File: config.mk
export PLATFORM = sky130hd
export DESIGN_NAME = regfile_dumper
export DESIGN_NICKNAME = d
export VERILOG_FILES = /design/src/rtl/regfile_dumper.sv
export SDC_FILE = /design/constraint.sdc
export NUM_CORES = 1
export LEC_CHECK = 0
export CAP_MARGIN = 20
export CELL_PAD_IN_SITES_DETAIL_PLACEMENT = 0
export CELL_PAD_IN_SITES_GLOBAL_PLACEMENT = 1
export CORE_ASPECT_RATIO = 1.5
export CORE_MARGIN = 5
export CORE_UTILIZATION = 35
export CTS_CLUSTER_DIAMETER = 100
export DETAILED_ROUTE_END_ITERATION = 8
export GPL_TIMING_DRIVEN = 0
export PLACE_DENSITY = 0.83
export SYNTH_ARGS = -nofsm -noshare
export SYNTH_HDL_FRONTEND = slang
export SYNTH_SLANG_ARGS = --single-unit
File: constraint.sdc
create_clock -name clk -period 1.7 [get_ports clk]
set_input_delay 0.17 -clock clk [delete_from_list [all_inputs] [get_ports clk]]
set_output_delay 0.17 -clock clk [all_outputs]
set_load 0.05 [all_outputs]
File: src/rtl/regfile_dumper.sv
// regfile_dumper: streams the 32 registers of one selected core lane out of a
// two-read-port register file as a valid/ready beat sequence (address, data),
// two registers per fetch.
//
// Optional feature: define REGDUMP_SKIP_ZERO_EN to omit the register 0 beat
// (31 beats, addresses 1..31). Without it all 32 registers are emitted.
//
// Handshake: a beat transfers on a rising edge where dump_valid && dump_ready.
// Once dump_valid rises it stays high, with dump_address/dump_data held stable,
// until that transfer happens.
module regfile_dumper #(
  parameter int cores = 1
) (
  input  logic                   clk,
  input  logic                   reset,
  input  logic                   start,
  input  logic [3:0]             core_select,
  output logic [cores-1:0][4:0]  read_address_1,
  output logic [cores-1:0][4:0]  read_address_2,
  input  logic [cores-1:0][31:0] read_data_1,
  input  logic [cores-1:0][31:0] read_data_2,
  output logic                   dump_valid,
  input  logic                   dump_ready,
  output logic [4:0]             dump_address,
  output logic [31:0]            dump_data,
  output logic                   busy,
  output logic                   done,
  output logic                   error
);

  typedef enum logic [2:0] {
    IDLE   = 3'd0,
    FETCH  = 3'd1,
    SEND_A = 3'd2,
    SEND_B = 3'd3,
    DONE   = 3'd4
  } state_t;

  typedef logic [cores-1:0][4:0] addrVec_t;

`ifdef REGDUMP_SKIP_ZERO_EN
  localparam bit skipZero = 1'b1;
`else
  localparam bit skipZero = 1'b0;
`endif

  // Compared against a zero-extended core_select so cores=16 still fits.
  localparam logic [4:0] laneCount = 5'(cores);

  state_t      state;
  logic [3:0]  lane;
  logic [3:0]  pair;
  logic [31:0] bufferA;
  logic [31:0] bufferB;
  logic        sendingB;
  logic [31:0] laneData1;
  logic [31:0] laneData2;

  // Drive a read address on the chosen lane only; every other lane reads 0.
  function automatic addrVec_t laneAddr(input logic [3:0] sel, input logic [4:0] addr);
    laneAddr = '0;
    for (int i = 0; i < cores; i++) begin
      if (sel == 4'(i)) laneAddr[i] = addr;
    end
  endfunction

  // Select the latched lane's read data without a variable-width index.
  always_comb begin
    laneData1 = '0;
    laneData2 = '0;
    for (int i = 0; i < cores; i++) begin
      if (lane == 4'(i)) begin
        laneData1 = read_data_1[i];
        laneData2 = read_data_2[i];
      end
    end
  end

  // Beat data comes straight from the captured buffers; zero when no beat.
  always_comb begin
    dump_data = '0;
    if (dump_valid) dump_data = sendingB ? bufferB : bufferA;
  end

  // Dump sequencer: fetch a register pair, send it as two beats, repeat for 16 pairs.
  always_ff @(posedge clk) begin
    if (reset) begin
      state          <= IDLE;
      lane           <= '0;
      pair           <= '0;
      bufferA        <= '0;
      bufferB        <= '0;
      sendingB       <= 1'b0;
      read_address_1 <= '0;
      read_address_2 <= '0;
      dump_valid     <= 1'b0;
      dump_address   <= '0;
      busy           <= 1'b0;
      done           <= 1'b0;
      error          <= 1'b0;
    end else begin
      done  <= 1'b0;
      error <= 1'b0;
      case (state)
        IDLE: begin
          if (start) begin
            if ({1'b0, core_select} < laneCount) begin
              lane           <= core_select;
              pair           <= '0;
              busy           <= 1'b1;
              read_address_1 <= laneAddr(core_select, 5'd0);
              read_address_2 <= laneAddr(core_select, 5'd1);
              state          <= FETCH;
            end else begin
              error <= 1'b1;
            end
          end
        end
        FETCH: begin
          bufferA        <= laneData1;
          bufferB        <= laneData2;
          read_address_1 <= '0;
          read_address_2 <= '0;
          dump_valid     <= 1'b1;
          if (skipZero && pair == 4'd0) begin
            dump_address <= 5'd1;
            sendingB     <= 1'b1;
            state        <= SEND_B;
          end else begin
            dump_address <= {pair, 1'b0};
            sendingB     <= 1'b0;
            state        <= SEND_A;
          end
        end
        SEND_A: begin
          if (dump_ready) begin
            dump_address <= {pair, 1'b1};
            sendingB     <= 1'b1;
            state        <= SEND_B;
          end
        end
        SEND_B: begin
          if (dump_ready) begin
            dump_valid   <= 1'b0;
            dump_address <= '0;
            sendingB     <= 1'b0;
            if (pair == 4'd15) begin
              done  <= 1'b1;
              state <= DONE;
            end else begin
              pair           <= pair + 4'd1;
              read_address_1 <= laneAddr(lane, {pair + 4'd1, 1'b0});
              read_address_2 <= laneAddr(lane, {pair + 4'd1, 1'b1});
              state          <= FETCH;
            end
          end
        end
        DONE: begin
          busy  <= 1'b0;
          state <= IDLE;
        end
        default: begin
          busy  <= 1'b0;
          state <= IDLE;
        end
      endcase
    end
  end

endmodule

==> results.yml <==
timing:
  max_slew.worst_pin.slew_ns: 0.733
  fmax_mhz: 606
  fin_worst_skew_ns: 0.00614
  layout_worst_path_cycle_share_pct: 97.1
  finalCriticalPeriod_ns: 1.65
  grt_setup_unrepaired: "true"
  slew_headroom_pct: 50.7
  setup-violations-final: 0
  finalHoldViolCount: 0
  final_max_slew_viol_count: 0
worst_setup_path:
  reg2regPathDepth: 5
  cell_with_the_largest_stage_delay_on_the_worst_path: "clkdlybuf4s50_1"
  critical_path.endpoint_type: "output pin"
  setup.worst_path.start_class: "flop"
  reg2reg_to: "bufferA[12]$_SDFFE_PP0P_"
  worst-endpoint-required_ns: 1.53
  worstPathArrival_ns: 1.48
  critPathMaxFanout: 2
  cp_top_family: "buffers and inverters"
  ff2ff_setup_slack_ns: 0.05
  cp_max_stage_delay_ns: 0.81
  worstPathBufferInverterCount: 1
  worst-setup-path-type: "flop to output pin"
  worst-path-stages: 1
  r2r-start: "lane[3]$_SDFFE_PP0P_"
  crit_chain: "clkdlybuf4s50_1"
route:
  post-route-drc-count: 0
  drt_pass1_iterations: 4
  wl_um: 11700
  drt_iter0_markers: 163
  ant_nets: 0
  vias: 3558
  viasPerCell: 5.08
  detail_route.wl_per_cell_um: 16.7
floorplanning:
  die_area_um2: 13600
  core_um2: 11100
  row_count: 47
  io_pins: 123
  floorplan.die.width_um: 97.1
  die_height_um: 141
  initial_core_util_pct: 35.8
worst_hold_path:
  hold_class: "input port to flop"
  min_path_cells: 4
  hold_path_end: "state[0]$_SDFFE_PP0P_"
  worst_hold_startpoint: "reset"
placed_design:
  hpwl_um: 8700
  gp_routability_congestion: 0.799
  buffers_added_on_ports: 120
cts:
  cts.htree.levels: 3
  cts_tree: "yes"
  clk_pin_slew_worst_paths_ns: 0.06
  cts-buffers-inserted: 9
  cts-root-buf: "clkbuf_16"
  clock_sink_count: 94
  clk-insertion-delay-late_ns: 0.34
  cts.hold.buffers_added: 0
  clock_path_buffers: 2
grt:
  gr-total-overflow: 0
  grt_pass1_wl_um: 19000
  grt_usage_pct: 17.3
  grt_start_max_net_pins: 16
  grt_antenna_before_repair: 0
  grt_pass1_vias: 3819
layout:
  areaGrowthSynthToFinish_pct: 48.0
  layout_commonest_cell: "dfxtp_1"
  antenna_cells_inserted: 0
  layout.cells.most_common_list: "dfxtp_1, clkdlybuf4s50_1, nor2_1"
  finish.utilization_pct: 53.0
  final_nets: 622
  layout.filler_cells: 1013
  drive_gt1_share_pct: 27.1
yosys:
  synthesis.area_um2: 3980
  synth_fp_nets: 486
  synthDistinctLibCells: 47
  syn-instance-count: 413
  synth.ff_latch_count: 94
  synth_ff_type: "dfxtp_1"
  synth_seq_area_share_pct: 47.3
  async_reset_ff_share_pct: 0
  synth_edf_count: 0
  syn_area_per_cell_um2: 9.64
  synth.yosys.warnings: 0
power_and_ir_drop:
  cellLeakagePower_nw: 2.22
  ir_drop_v: 0.000532
  total_power_w: 0.00487
  pwr_density_cell_nw_per_um2: 826
run:
  max_cap_viol_count: 0
outcome:
  run_status: "finished, final reports clean"
cell type report:
| class | instances | area (um^2) | area share, % |
|---|---|---|---|
| tap | 147 | 184 | 3.12 |
| sequential | 94 | 1890 | 32.1 |
| multi-input combinational | 285 | 2110 | 35.8 |
| inverter | 1 | 3.75 | 0.0637 |
| timing repair buffer | 125 | 1100 | 18.7 |
| clock buffer | 11 | 243 | 4.12 |
| buffer | 33 | 280 | 4.76 |
| clock inverter | 5 | 81.3 | 1.38 |
Yosys cell counts (all sizes together) (5+ instances only):
library cell | n | area (um^2)
dfxtp | 94 | 1880
nor2 | 72 | 280
a22oi | 64 | 480
nor2b | 34 | 213
mux2i | 32 | 320
buf | 18 | 108
clkbuf | 16 | 100
a21oi | 11 | 55.1
nand2b | 8 | 50.1
nand3 | 6 | 30.0
nor4 | 6 | 67.6
nand2 | 5 | 18.8
per-stage QoR:
step	std cells	hold WS [ns]	instance area [um^2]	TNS [ns]	setup WS [ns]
floorplan	413	0.318	4060	0	0.0624
global placement	680	0.440	5440	-19.98	-0.652
detailed placement	680	0.446	5440	-20.49	-0.651
CTS	697	0.216	5680	-0.00146	-0.00146
global route	701	0.262	5890	-0.156	-0.0292
finish	701	0.230	5890	0	0.0494
worst max path at each step:
| stage | from | to | slack [ns] |
|---|---|---|---|
| 6_report | busy$_SDFFE_PP0P_ | busy | 0.05 |
| 3_3_place_gp | sendingB$_SDFFE_PP0P_ | dump_data[20] | -0.65 |
| 2_1_floorplan | dump_valid$_SDFFE_PP0P_ | dump_data[0] | 0.06 |
| 3_5_place_dp | sendingB$_SDFFE_PP0P_ | dump_data[20] | -0.65 |
| 5_1_grt | lane[3]$_SDFFE_PP0P_ | bufferA[12]$_SDFFE_PP0P_ | -0.03 |
| 4_1_cts | state[2]$_SDFFE_PP0P_ | bufferA[26]$_SDFFE_PP0P_ | -0.001 |
sequential cells by signal, summed over array words and instances (netlist names), 3 cells and up:
signal / cells
bufferB: 32
read_address_1: 4
state: 3
lane: 4
pair: 4
dump_address: 5
read_address_2: 5
bufferA: 32
cell families (layout without fill, tap and decap cells):
kind of cell	count (synthesis)	in the layout	share of synthesized area (%)
other	1	1	0.0942
AO/OA/AOI/OAI	98	98	18.0
XOR/XNOR	2	2	0.440
flip-flops	94	94	47.3
multiplexers	33	33	8.33
adder cells (fa/ha/maj)	1	1	0.314
AND/OR/NAND/NOR	149	150	20.2
buffers and inverters	35	175	5.31
worst register-to-register path, cell delays in order, from the launching register on:
cell and delay, ns:
dfxtp_1 0.32, or4_4 0.61, nor2_4 0.23, buf_4 0.22, a22oi_1 0.08, nor2_1 0.12
where the power goes:
group	switching (W)	leakage (nW)	total (W)	internal (W)
clock network	0.000818	0.156	0.00215	0.00133
registers	0.0000221	0.761	0.00226	0.00224
logic	0.000210	1.30	0.000462	0.000252
layer usage:
metal	global-route usage, %	routed length, um	up-vias
met5	0	0	-
met4	5.18	165	0
met3	5.04	579	12
met2	32.9	6440	95
met1	18.2	4510	1705
li1	-	-	1746
what timing repair did:
item / in CTS / in global routing
buffers inserted: 2 / 3
resized for setup: 175 / 57
endpoints found under the setup margin: 46 / 91
cloned: 0 / 1
pin swaps: 1 / 1
Note: power is estimated with default switching activity, not from simulation.
